$ cat src/rtl/decode_queue.sv
// decode_queue
//   Registered RV32I decode stage. Fetched instructions are decoded
//   combinationally on entry and stored as micro-ops in a DEPTH-entry FIFO.
//   Both sides use valid/ready handshakes. Supports mispredict flush and
//   halt detection.
//
//   Optional feature: define DECODE_RV32M_EN to decode the RV32M
//   multiply/divide group. When undefined, that encoding decodes as illegal.
//
// Ports
//   clk_in      clock, rising edge
//   rst_in      asynchronous reset, active low
//   rdy_in      global enable; 0 holds all state
//   flush_in    mispredict flush (synchronous, highest priority)
//   in_valid    fetch offers in_inst / in_pc
//   in_ready    queue can accept (registered, no path from out_ready)
//   out_valid   head entry valid
//   out_ready   dispatch accepts the head
//   out_pc, out_name, out_type, out_rd, out_rs1, out_rs2, out_imm,
//   out_is_imm, out_is_pc, out_illegal, out_halt   head micro-op fields
//
// Name codes
//    0 ADD    1 SUB    2 SLL    3 SLT    4 SLTU   5 XOR    6 SRL    7 SRA
//    8 OR     9 AND   10 ADDI  11 SLTI  12 SLTIU 13 XORI  14 ORI   15 ANDI
//   16 SLLI  17 SRLI  18 SRAI  19 LB    20 LH    21 LW    22 LBU   23 LHU
//   24 SB    25 SH    26 SW    27 BEQ   28 BNE   29 BLT   30 BGE   31 BLTU
//   32 BGEU  33 LUI   34 AUIPC 35 JAL   36 JALR  37..44 MUL..REMU
// Type codes: 0 REG, 1 MEM, 2 BR, 3 DONE
//
// Register fields that a format does not use are reported as 0, so that
// dispatch never sees false dependencies.

module decode_queue #(
    parameter int DEPTH  = 2,
    parameter int ADDR_W = 32,
    parameter int NAME_W = 6
) (
    input  logic              clk_in,
    input  logic              rst_in,
    input  logic              rdy_in,
    input  logic              flush_in,
    input  logic              in_valid,
    output logic              in_ready,
    input  logic [31:0]       in_inst,
    input  logic [ADDR_W-1:0] in_pc,
    output logic              out_valid,
    input  logic              out_ready,
    output logic [ADDR_W-1:0] out_pc,
    output logic [NAME_W-1:0] out_name,
    output logic [1:0]        out_type,
    output logic [4:0]        out_rd,
    output logic [4:0]        out_rs1,
    output logic [4:0]        out_rs2,
    output logic [31:0]       out_imm,
    output logic              out_is_imm,
    output logic              out_is_pc,
    output logic              out_illegal,
    output logic              out_halt
);

    localparam int PTR_W   = $clog2(DEPTH);
    localparam int CNT_W   = PTR_W + 1;
    localparam int ENTRY_W = ADDR_W + NAME_W + 2 + 15 + 32 + 4;
    localparam logic [CNT_W-1:0] DEPTH_C = CNT_W'(DEPTH);
    localparam logic [31:0] HALT_INST = 32'h0ff00513;

    localparam logic [1:0] T_REG = 2'd0, T_MEM = 2'd1, T_BR = 2'd2, T_DONE = 2'd3;

    localparam logic [NAME_W-1:0]
        N_ADD  = NAME_W'(0),  N_SUB   = NAME_W'(1),  N_SLL   = NAME_W'(2),
        N_SLT  = NAME_W'(3),  N_SLTU  = NAME_W'(4),  N_XOR   = NAME_W'(5),
        N_SRL  = NAME_W'(6),  N_SRA   = NAME_W'(7),  N_OR    = NAME_W'(8),
        N_AND  = NAME_W'(9),  N_ADDI  = NAME_W'(10), N_SLTI  = NAME_W'(11),
        N_SLTIU= NAME_W'(12), N_XORI  = NAME_W'(13), N_ORI   = NAME_W'(14),
        N_ANDI = NAME_W'(15), N_SLLI  = NAME_W'(16), N_SRLI  = NAME_W'(17),
        N_SRAI = NAME_W'(18), N_LB    = NAME_W'(19), N_LH    = NAME_W'(20),
        N_LW   = NAME_W'(21), N_LBU   = NAME_W'(22), N_LHU   = NAME_W'(23),
        N_SB   = NAME_W'(24), N_SH    = NAME_W'(25), N_SW    = NAME_W'(26),
        N_BEQ  = NAME_W'(27), N_BNE   = NAME_W'(28), N_BLT   = NAME_W'(29),
        N_BGE  = NAME_W'(30), N_BLTU  = NAME_W'(31), N_BGEU  = NAME_W'(32),
        N_LUI  = NAME_W'(33), N_AUIPC = NAME_W'(34), N_JAL   = NAME_W'(35),
        N_JALR = NAME_W'(36);
`ifdef DECODE_RV32M_EN
    localparam logic [NAME_W-1:0]
        N_MUL  = NAME_W'(37), N_MULH  = NAME_W'(38), N_MULHSU = NAME_W'(39),
        N_MULHU= NAME_W'(40), N_DIV   = NAME_W'(41), N_DIVU   = NAME_W'(42),
        N_REM  = NAME_W'(43), N_REMU  = NAME_W'(44);
`endif

    // ---------------------------------------------------------------- decode
    logic [6:0]  opcode;
    logic [2:0]  f3;
    logic [6:0]  f7;
    logic [31:0] imm_i, imm_s, imm_b, imm_u, imm_j;

    assign opcode = in_inst[6:0];
    assign f3     = in_inst[14:12];
    assign f7     = in_inst[31:25];
    assign imm_i  = {{21{in_inst[31]}}, in_inst[30:20]};
    assign imm_s  = {{21{in_inst[31]}}, in_inst[30:25], in_inst[11:7]};
    assign imm_b  = {{20{in_inst[31]}}, in_inst[7], in_inst[30:25], in_inst[11:8], 1'b0};
    assign imm_u  = {in_inst[31:12], 12'b0};
    assign imm_j  = {{12{in_inst[31]}}, in_inst[19:12], in_inst[20], in_inst[30:21], 1'b0};

    logic [NAME_W-1:0] d_name;
    logic [1:0]        d_type;
    logic [4:0]        d_rd, d_rs1, d_rs2;
    logic [31:0]       d_imm;
    logic              d_is_imm, d_is_pc, d_illegal, d_halt;

    always_comb begin
        d_name    = N_ADD;
        d_type    = T_REG;
        d_rd      = in_inst[11:7];
        d_rs1     = in_inst[19:15];
        d_rs2     = in_inst[24:20];
        d_imm     = 32'd0;
        d_is_imm  = 1'b0;
        d_is_pc   = 1'b0;
        d_illegal = 1'b0;
        d_halt    = 1'b0;

        case (opcode)
            7'b0110011: begin // OP
                if (f7 == 7'b0000000) begin
                    case (f3)
                        3'b000:  d_name = N_ADD;
                        3'b001:  d_name = N_SLL;
                        3'b010:  d_name = N_SLT;
                        3'b011:  d_name = N_SLTU;
                        3'b100:  d_name = N_XOR;
                        3'b101:  d_name = N_SRL;
                        3'b110:  d_name = N_OR;
                        default: d_name = N_AND;
                    endcase
                end else if (f7 == 7'b0100000 && f3 == 3'b000) begin
                    d_name = N_SUB;
                end else if (f7 == 7'b0100000 && f3 == 3'b101) begin
                    d_name = N_SRA;
`ifdef DECODE_RV32M_EN
                end else if (f7 == 7'b0000001) begin
                    case (f3)
                        3'b000:  d_name = N_MUL;
                        3'b001:  d_name = N_MULH;
                        3'b010:  d_name = N_MULHSU;
                        3'b011:  d_name = N_MULHU;
                        3'b100:  d_name = N_DIV;
                        3'b101:  d_name = N_DIVU;
                        3'b110:  d_name = N_REM;
                        default: d_name = N_REMU;
                    endcase
`endif
                end else begin
                    d_illegal = 1'b1;
                end
            end
            7'b0010011: begin // OP-IMM
                d_rs2    = 5'd0;
                d_imm    = imm_i;
                d_is_imm = 1'b1;
                case (f3)
                    3'b000:  d_name = N_ADDI;
                    3'b010:  d_name = N_SLTI;
                    3'b011:  d_name = N_SLTIU;
                    3'b100:  d_name = N_XORI;
                    3'b110:  d_name = N_ORI;
                    3'b111:  d_name = N_ANDI;
                    3'b001: begin
                        if (f7 == 7'b0000000) d_name = N_SLLI;
                        else                  d_illegal = 1'b1;
                    end
                    default: begin
                        if (f7 == 7'b0000000)      d_name = N_SRLI;
                        else if (f7 == 7'b0100000) d_name = N_SRAI;
                        else                       d_illegal = 1'b1;
                    end
                endcase
            end
            7'b0000011: begin // loads
                d_rs2    = 5'd0;
                d_imm    = imm_i;
                d_is_imm = 1'b1;
                case (f3)
                    3'b000:  d_name = N_LB;
                    3'b001:  d_name = N_LH;
                    3'b010:  d_name = N_LW;
                    3'b100:  d_name = N_LBU;
                    3'b101:  d_name = N_LHU;
                    default: d_illegal = 1'b1;
                endcase
            end
            7'b0100011: begin // stores
                d_type   = T_MEM;
                d_rd     = 5'd0;
                d_imm    = imm_s;
                d_is_imm = 1'b1;
                case (f3)
                    3'b000:  d_name = N_SB;
                    3'b001:  d_name = N_SH;
                    3'b010:  d_name = N_SW;
                    default: d_illegal = 1'b1;
                endcase
            end
            7'b1100011: begin // branches: immediate is the target offset, not operand B
                d_type = T_BR;
                d_rd   = 5'd0;
                d_imm  = imm_b;
                case (f3)
                    3'b000:  d_name = N_BEQ;
                    3'b001:  d_name = N_BNE;
                    3'b100:  d_name = N_BLT;
                    3'b101:  d_name = N_BGE;
                    3'b110:  d_name = N_BLTU;
                    3'b111:  d_name = N_BGEU;
                    default: d_illegal = 1'b1;
                endcase
            end
            7'b0110111: begin // LUI
                d_name   = N_LUI;
                d_rs1    = 5'd0;
                d_rs2    = 5'd0;
                d_imm    = imm_u;
                d_is_imm = 1'b1;
            end
            7'b0010111: begin // AUIPC
                d_name   = N_AUIPC;
                d_rs1    = 5'd0;
                d_rs2    = 5'd0;
                d_imm    = imm_u;
                d_is_imm = 1'b1;
                d_is_pc  = 1'b1;
            end
            7'b1101111: begin // JAL
                d_name   = N_JAL;
                d_rs1    = 5'd0;
                d_rs2    = 5'd0;
                d_imm    = imm_j;
                d_is_imm = 1'b1;
                d_is_pc  = 1'b1;
            end
            7'b1100111: begin // JALR
                d_name   = N_JALR;
                d_rs2    = 5'd0;
                d_imm    = imm_i;
                d_is_imm = 1'b1;
                if (f3 != 3'b000) d_illegal = 1'b1;
            end
            default: d_illegal = 1'b1;
        endcase

        // Illegal instructions travel down the pipe as a harmless NOP
        if (d_illegal) begin
            d_name   = N_ADD;
            d_type   = T_REG;
            d_rd     = 5'd0;
            d_rs1    = 5'd0;
            d_rs2    = 5'd0;
            d_imm    = 32'd0;
            d_is_imm = 1'b0;
            d_is_pc  = 1'b0;
        end

        if (in_inst == HALT_INST) begin
            d_type = T_DONE;
            d_halt = 1'b1;
        end
    end

    // ------------------------------------------------------------------ fifo
    logic [ENTRY_W-1:0] mem [DEPTH];
    logic [PTR_W-1:0]   wr_ptr, rd_ptr;
    logic [CNT_W-1:0]   count;
    logic               halt_seen;
    logic               enq, deq;

    assign in_ready  = (count < DEPTH_C) && !halt_seen;
    assign out_valid = (count != '0);
    assign enq       = in_valid && in_ready;
    assign deq       = out_valid && out_ready;

    always_ff @(posedge clk_in or negedge rst_in) begin
        if (!rst_in) begin
            count     <= '0;
            wr_ptr    <= '0;
            rd_ptr    <= '0;
            halt_seen <= 1'b0;
            for (int i = 0; i < DEPTH; i++) mem[i] <= '0;
        end else if (rdy_in) begin
            if (flush_in) begin
                count     <= '0;
                wr_ptr    <= '0;
                rd_ptr    <= '0;
                halt_seen <= 1'b0;
            end else begin
                if (enq) begin
                    mem[wr_ptr] <= {in_pc, d_name, d_type, d_rd, d_rs1, d_rs2, d_imm,
                                    d_is_imm, d_is_pc, d_illegal, d_halt};
                    wr_ptr      <= wr_ptr + PTR_W'(1);
                    if (d_halt) halt_seen <= 1'b1;
                end
                if (deq) rd_ptr <= rd_ptr + PTR_W'(1);
                case ({enq, deq})
                    2'b10:   count <= count + CNT_W'(1);
                    2'b01:   count <= count - CNT_W'(1);
                    default: count <= count;
                endcase
            end
        end
    end

    assign {out_pc, out_name, out_type, out_rd, out_rs1, out_rs2, out_imm,
            out_is_imm, out_is_pc, out_illegal, out_halt} = mem[rd_ptr];

endmodule

$ cat config.mk
export PLATFORM = sky130hd
export DESIGN_NAME = decode_queue
export DESIGN_NICKNAME = d
export VERILOG_FILES = /design/src/rtl/decode_queue.sv
export SDC_FILE = /design/constraint.sdc
export NUM_CORES = 1
export LEC_CHECK = 0
export ABC_CLOCK_PERIOD_IN_PS = 1700
export BUFFER_PORTS_ARGS = -buffer_cell sky130_fd_sc_hd__buf_2
export CAP_MARGIN = 20
export CELL_PAD_IN_SITES_DETAIL_PLACEMENT = 2
export CELL_PAD_IN_SITES_GLOBAL_PLACEMENT = 2
export CORE_MARGIN = 4
export CORE_UTILIZATION = 32
export DETAILED_ROUTE_END_ITERATION = 7
export GPL_ROUTABILITY_DRIVEN = 0
export PLACE_DENSITY_LB_ADDON = 0.1
export SKIP_CTS_REPAIR_TIMING = 1
export SLEW_MARGIN = 20
export SYNTH_ARGS = -nofsm -noshare
export SYNTH_HDL_FRONTEND = slang
export SYNTH_SLANG_ARGS = --single-unit
$ cat constraint.sdc
create_clock -name clk_in -period 1.7 [get_ports clk_in]
set_clock_uncertainty 0.05 [all_clocks]
set_input_delay 0.17 -clock clk_in [delete_from_list [all_inputs] [get_ports clk_in]]
set_output_delay 0.17 -clock clk_in [all_outputs]
set_load 0.005 [all_outputs]
; ---- Yosys cells after proc, flatten, opt, wreduce, memory -nomap -nowiden
; Index checks and enable logic that the tools add are counted.
[word_totals]
regBits = 187
input_bits = 70
wordCells = 124
[classes]
addsub = 4
order_cmp = 4
eq_ne = 20
n_mux = 56
bitwise_logic = 3
reduce_logical = 31
[ops]
columns = operator, count
row1 = $mux 91, 4
row2 = $bwmux 182, 1
row3 = $pmux 32 s5, 1
row4 = $demux 91 s1, 1
row5 = $pmux 6 s9, 1
row6 = $mux 5, 9
row7 = $pmux 6 s6, 1
row8 = $pmux 5 s7, 1
row9 = $eq 32x28->1 const B, 1
row10 = $mux 32, 1
row11 = $eq 7x6->1 const B, 4
row12 = $pmux 4 s7, 1
row13 = $pmux 5 s5, 1
row14 = $mux 1, 22
row15 = $eq 7x7->1 const B, 3
row16 = $reduce_or 6->1, 3
row17 = $pmux 5 s3, 1
row18 = $eq 7x5->1 const B, 2
row19 = $eq 3x3->1 const B, 4
row20 = $mux 6, 2
row21 = $reduce_or 3->1, 3
row22 = $pmux 2 s2, 2
row23 = $reduce_bool 2->1, 4
row24 = $eq 7x2->1 const B, 1
row25 = 26 further kinds, 44

; ---- Longest topological paths before layout
[logic_depth]
depth_word = 9
depth_mapped = 9
mapped_depth_nobuf = 5

; ---- Worst setup path after synthesis
; OpenSTA, ideal clock, no wires.
[synth_path]
kind = input to register
startpoint = in in_inst[5]
endpoint = reg mem[105] (netlist name)
t_arrival_ps = 1765
required_time_ps = 1529
setup_slack_ps = -236
cell_stages = 8
n_path_buf = 3
cell_sequence = buf_2 or4b_4 nor2_2 a311o_2 buf_6 and3b_1 buf_2 a22o_1
[synth_between]
elab_chain_cells = 5
[synth_lines]
columns = item, line_no
row1 = from (decl), 44  ; input logic [31:0] in_inst,
row2 = $eq 7x7->1 (tied with other cells), 123  ; case (opcode)
row3 = $reduce_or 3->1 (no source line) or $reduce_or 2->1 (tied branches), n/a
row4 = $pmux 1 s7 or $pmux 32 s5 (tied branches), 123
row5 = $mux 32 *, 252  ; if (d_illegal) begin
row6 = $bwmux 182 *, 296  ; mem[wr_ptr] <= {in_pc, d_name, d_type, d_rd, d_rs1, d_rs2, d_imm,
row7 = "to (signal, indexed assignment)", 296
row8 = to (decl), 270  ; logic [ENTRY_W-1:0] mem [DEPTH];
; Every way passes the cells marked *; elsewhere a longest branch is shown, timed or not.
; A chain may end at the register's enable or synchronous reset.

; ---- Final worst setup path
[layout_path]
startpoint = reg rd_ptr
endpoint = out out_imm[13]
[layout_between]
elab_chain_cells = 4
[layout_lines]
columns = item, line_no
row1 = from (decl), 271  ; logic [PTR_W-1:0] wr_ptr, rd_ptr;
row2 = from (signal assigned), 301  ; if (deq) rd_ptr <= rd_ptr + PTR_W'(1);
row3 = $not 1->2 (implied by the code), 312  ; out_is_imm, out_is_pc, out_illegal, out_halt} = mem[rd_ptr];
row4 = $mux 91 (implied by the code) (3 in a row), 312
row5 = to (decl), 54  ; output logic [31:0] out_imm,
; No other way between the ends. The select of a mux whose other input is x is not followed.

==> impl_metrics.py <==
metrics = {
    "outcome": {
        "status": "finished with violations",
        "violations": "setup timing",
    },
    "floorplan": {
        "die_y_um": 181,
        "coreArea_um2": 29600,
        "fp.dieW_um": 181,
        "num_rows": 63,
        "die_area_um2": 32700,
        "num_io_pins": 163,
        "start_util": 0.323,
    },
    "detailed_routing": {
        "vias_per_cell": 5.16,
        "detail_route.first_pass.iterations": 4,
        "ant_nets": 0,
        "via_count": 8552,
        "drcViolationCount": 0,
        "wl_um": 37700,
        "drt_iter0_drc": 357,
        "drt-wirelength-per-cell_um": 22.8,
    },
    "layout": {
        "layout_commonest_cell": "nand2_1",
        "antenna_cells": 0,
        "area_growth_pct": 46.1,
        "post-route-util": 0.473,
        "instances_no_fill": 1656,
        "fin_nets": 1323,
        "final_cell_mix": "nand2_1, dfrtp_1, buf_2",
        "final_layout_size_suffix_gt1_frac": 0.490,
    },
    "timing": {
        "rsz0062_at_grt": "true",
        "fmax_mhz": 510,
        "fin_crit_sh": 1.15,
        "fin_tns_setup_ps": -28170,
        "slew_headroom": 0.604,
        "holdWs_ps": 68.8,
        "setup_viol_count_final": 170,
        "tightest_slew_ps": 587,
        "fin_crit_ps": 1960,
        "layout_setup_ws_ps": -260,
        "slew_violations": 0,
        "final-hold-violation-count": 0,
    },
    "clocking": {
        "cts_root_buffer": "clkbuf_16",
        "cts_max_path_buffers": 2,
        "cts.sinks": 187,
        "cts_buffers": 17,
        "cts_tree": "built",
        "htree_num_levels": 4,
        "cts.clk_slew.worst_paths_ps": 70,
        "clock_latency_ps": 440,
    },
    "place": {
        "dp_hpwl_um": 24800,
        "port_buffers": 162,
        "place_inst": 1561,
    },
    "global_route": {
        "grt_pass1_vias": 9180,
        "grt_start_max_net_pins": 45,
        "grt.total_usage": 0.203,
        "antenna_found_initial": 0,
        "grt_pass1_wl_um": 52700,
        "overflow": 0,
    },
    "synthesis": {
        "ys_top_cells_by_area": "dfrtp_1, mux2_2, nand2_1",
        "synthCells": 941,
        "synth_ff_type": "dfrtp_1",
        "synth_area_leader_cell": "dfrtp_1",
        "synth_top_area_frac": 0.490,
        "syn_nets": 1011,
        "ys_warn_count": 0,
        "ys_async_sr_fraction": 1.00,
        "ys_seq_elements": 187,
        "synth_area_um2": 9560,
        "ys_seq_area_frac": 0.490,
        "synth-edff-count": 0,
        "syn_area_per_cell_um2": 10.2,
        "synth_cell_types": 76,
    },
    "run": {
        "maxCapViolations": 0,
    },
    "setup_path": {
        "cp_num_buf_inv": 3,
        "cp_top_family": "flip-flops",
        "critPathMaxFanout": 12,
        "crit_path_frequent_cell": "buf_12",
        "crit_chain": "buf_12 -> buf_12 -> mux2_4 -> buf_6",
        "critPathKind": "reg2out",
        "startpoint_type": "flip-flop",
        "crit_path_top_delay_cell": "dfrtp_4",
        "end_kind": "primary output",
        "slowest_delay_ps": 510,
        "timing.reg2reg.setup_slack_ps": -250,
        "required_ps": 1480,
        "cp.arrival_ps": 1740,
    },
    "hold_path": {
        "worstHoldPathType": "in2reg",
    },
    "power": {
        "p_per_area_nw_per_um2": 987,
        "ir_drop_mv": 0.569,
        "p_leak_nw": 6.80,
    },
}
-- final timing paths --
kind	startpoint	to	cells after the start
max	rd_ptr$_DFFE_PN0P_	out_imm[13]	4
min	flush_in	rd_ptr$_DFFE_PN0P_	2
max reg2reg	count[1]$_DFFE_PN0P_	mem[31]$_DFFE_PN0P_	6
min reg2reg	mem[87]$_DFFE_PN0P_	mem[87]$_DFFE_PN0P_	2
max in group asynchronous	rst_in	mem[146]$_DFFE_PN0P_	3
min in group asynchronous	rst_in	mem[65]$_DFFE_PN0P_	2
-- per-stage QoR --
| stage | setup WS, ps | area (um^2) | power (mW) |
|---|---|---|---|
| floorplan | -184 | 9720 | 7.37 |
| global placement | -524 | 11900 | 8.80 |
| detailed placement | -597 | 11900 | 8.95 |
| CTS | -336 | 12500 | 13.3 |
| global route | -312 | 14000 | 14.6 |
| finish | -260 | 14000 | 13.8 |
-- flip-flops by register name (all words and copies together) (netlist names) --
register	count
wr_ptr	1
count	2
rd_ptr	1
mem	182
halt_seen	1
-- worst reg2reg max path, delay by kind of cell (launching register included) --
kind | cells | cell delay (ps)
muxes | 1 | 300
DFF | 1 | 380
and+or+nand+nor | 2 | 570
buffers and inverters | 3 | 510
-- metal layers --
metal	track usage	wire length, um	vias up
met1	0.265	16500	4408
met2	0.355	19300	163
li1	-	-	3947
met4	0.0581	595	0
met5	0	0	-
met3	0.0268	1240	34
-- Yosys cell counts (all sizes together), types with 5 or more instances --
cell type / instances
nand2b: 7
nor4: 6
clkbuf: 40
inv: 9
nor2: 22
a21oi: 16
o21ai: 21
nand2: 269
mux2: 126
a32o: 10
nand4: 5
dfrtp: 187
o31ai: 38
nor2b: 7
a22o: 17
buf: 34
nor3: 20
nand3: 7
o22ai: 6
a22oi: 17
-- power breakdown --
part	total, mW	internal (mW)	switching [mW]
Sequential	5.60	5.19	0.410
Combinational	3.92	1.97	1.95
Clock	4.26	2.35	1.91
Total	13.8	9.51	4.27
-- area by class of cell --
cell class / count / area, um^2
Multi-Input combinational cell: 671 / 5140
Inverter: 9 / 33.8
Fill cell: 3089 / 15600
Clock inverter: 15 / 186
Tap cell: 390 / 488
Clock buffer: 17 / 425
Timing Repair Buffer: 367 / 3010
Sequential cell: 187 / 4680
-- cell families after synthesis --
group                     after synthesis  synth area share
muxes                                 128             0.151
and+or+nand+nor                       376             0.178
buffers and inverters                  83            0.0398
DFF                                   187             0.490
AOI/OAI and AO/OA                     164             0.139
xor gates and xnor gates                3           0.00275
Note: power is estimated with default switching activity, not from simulation.
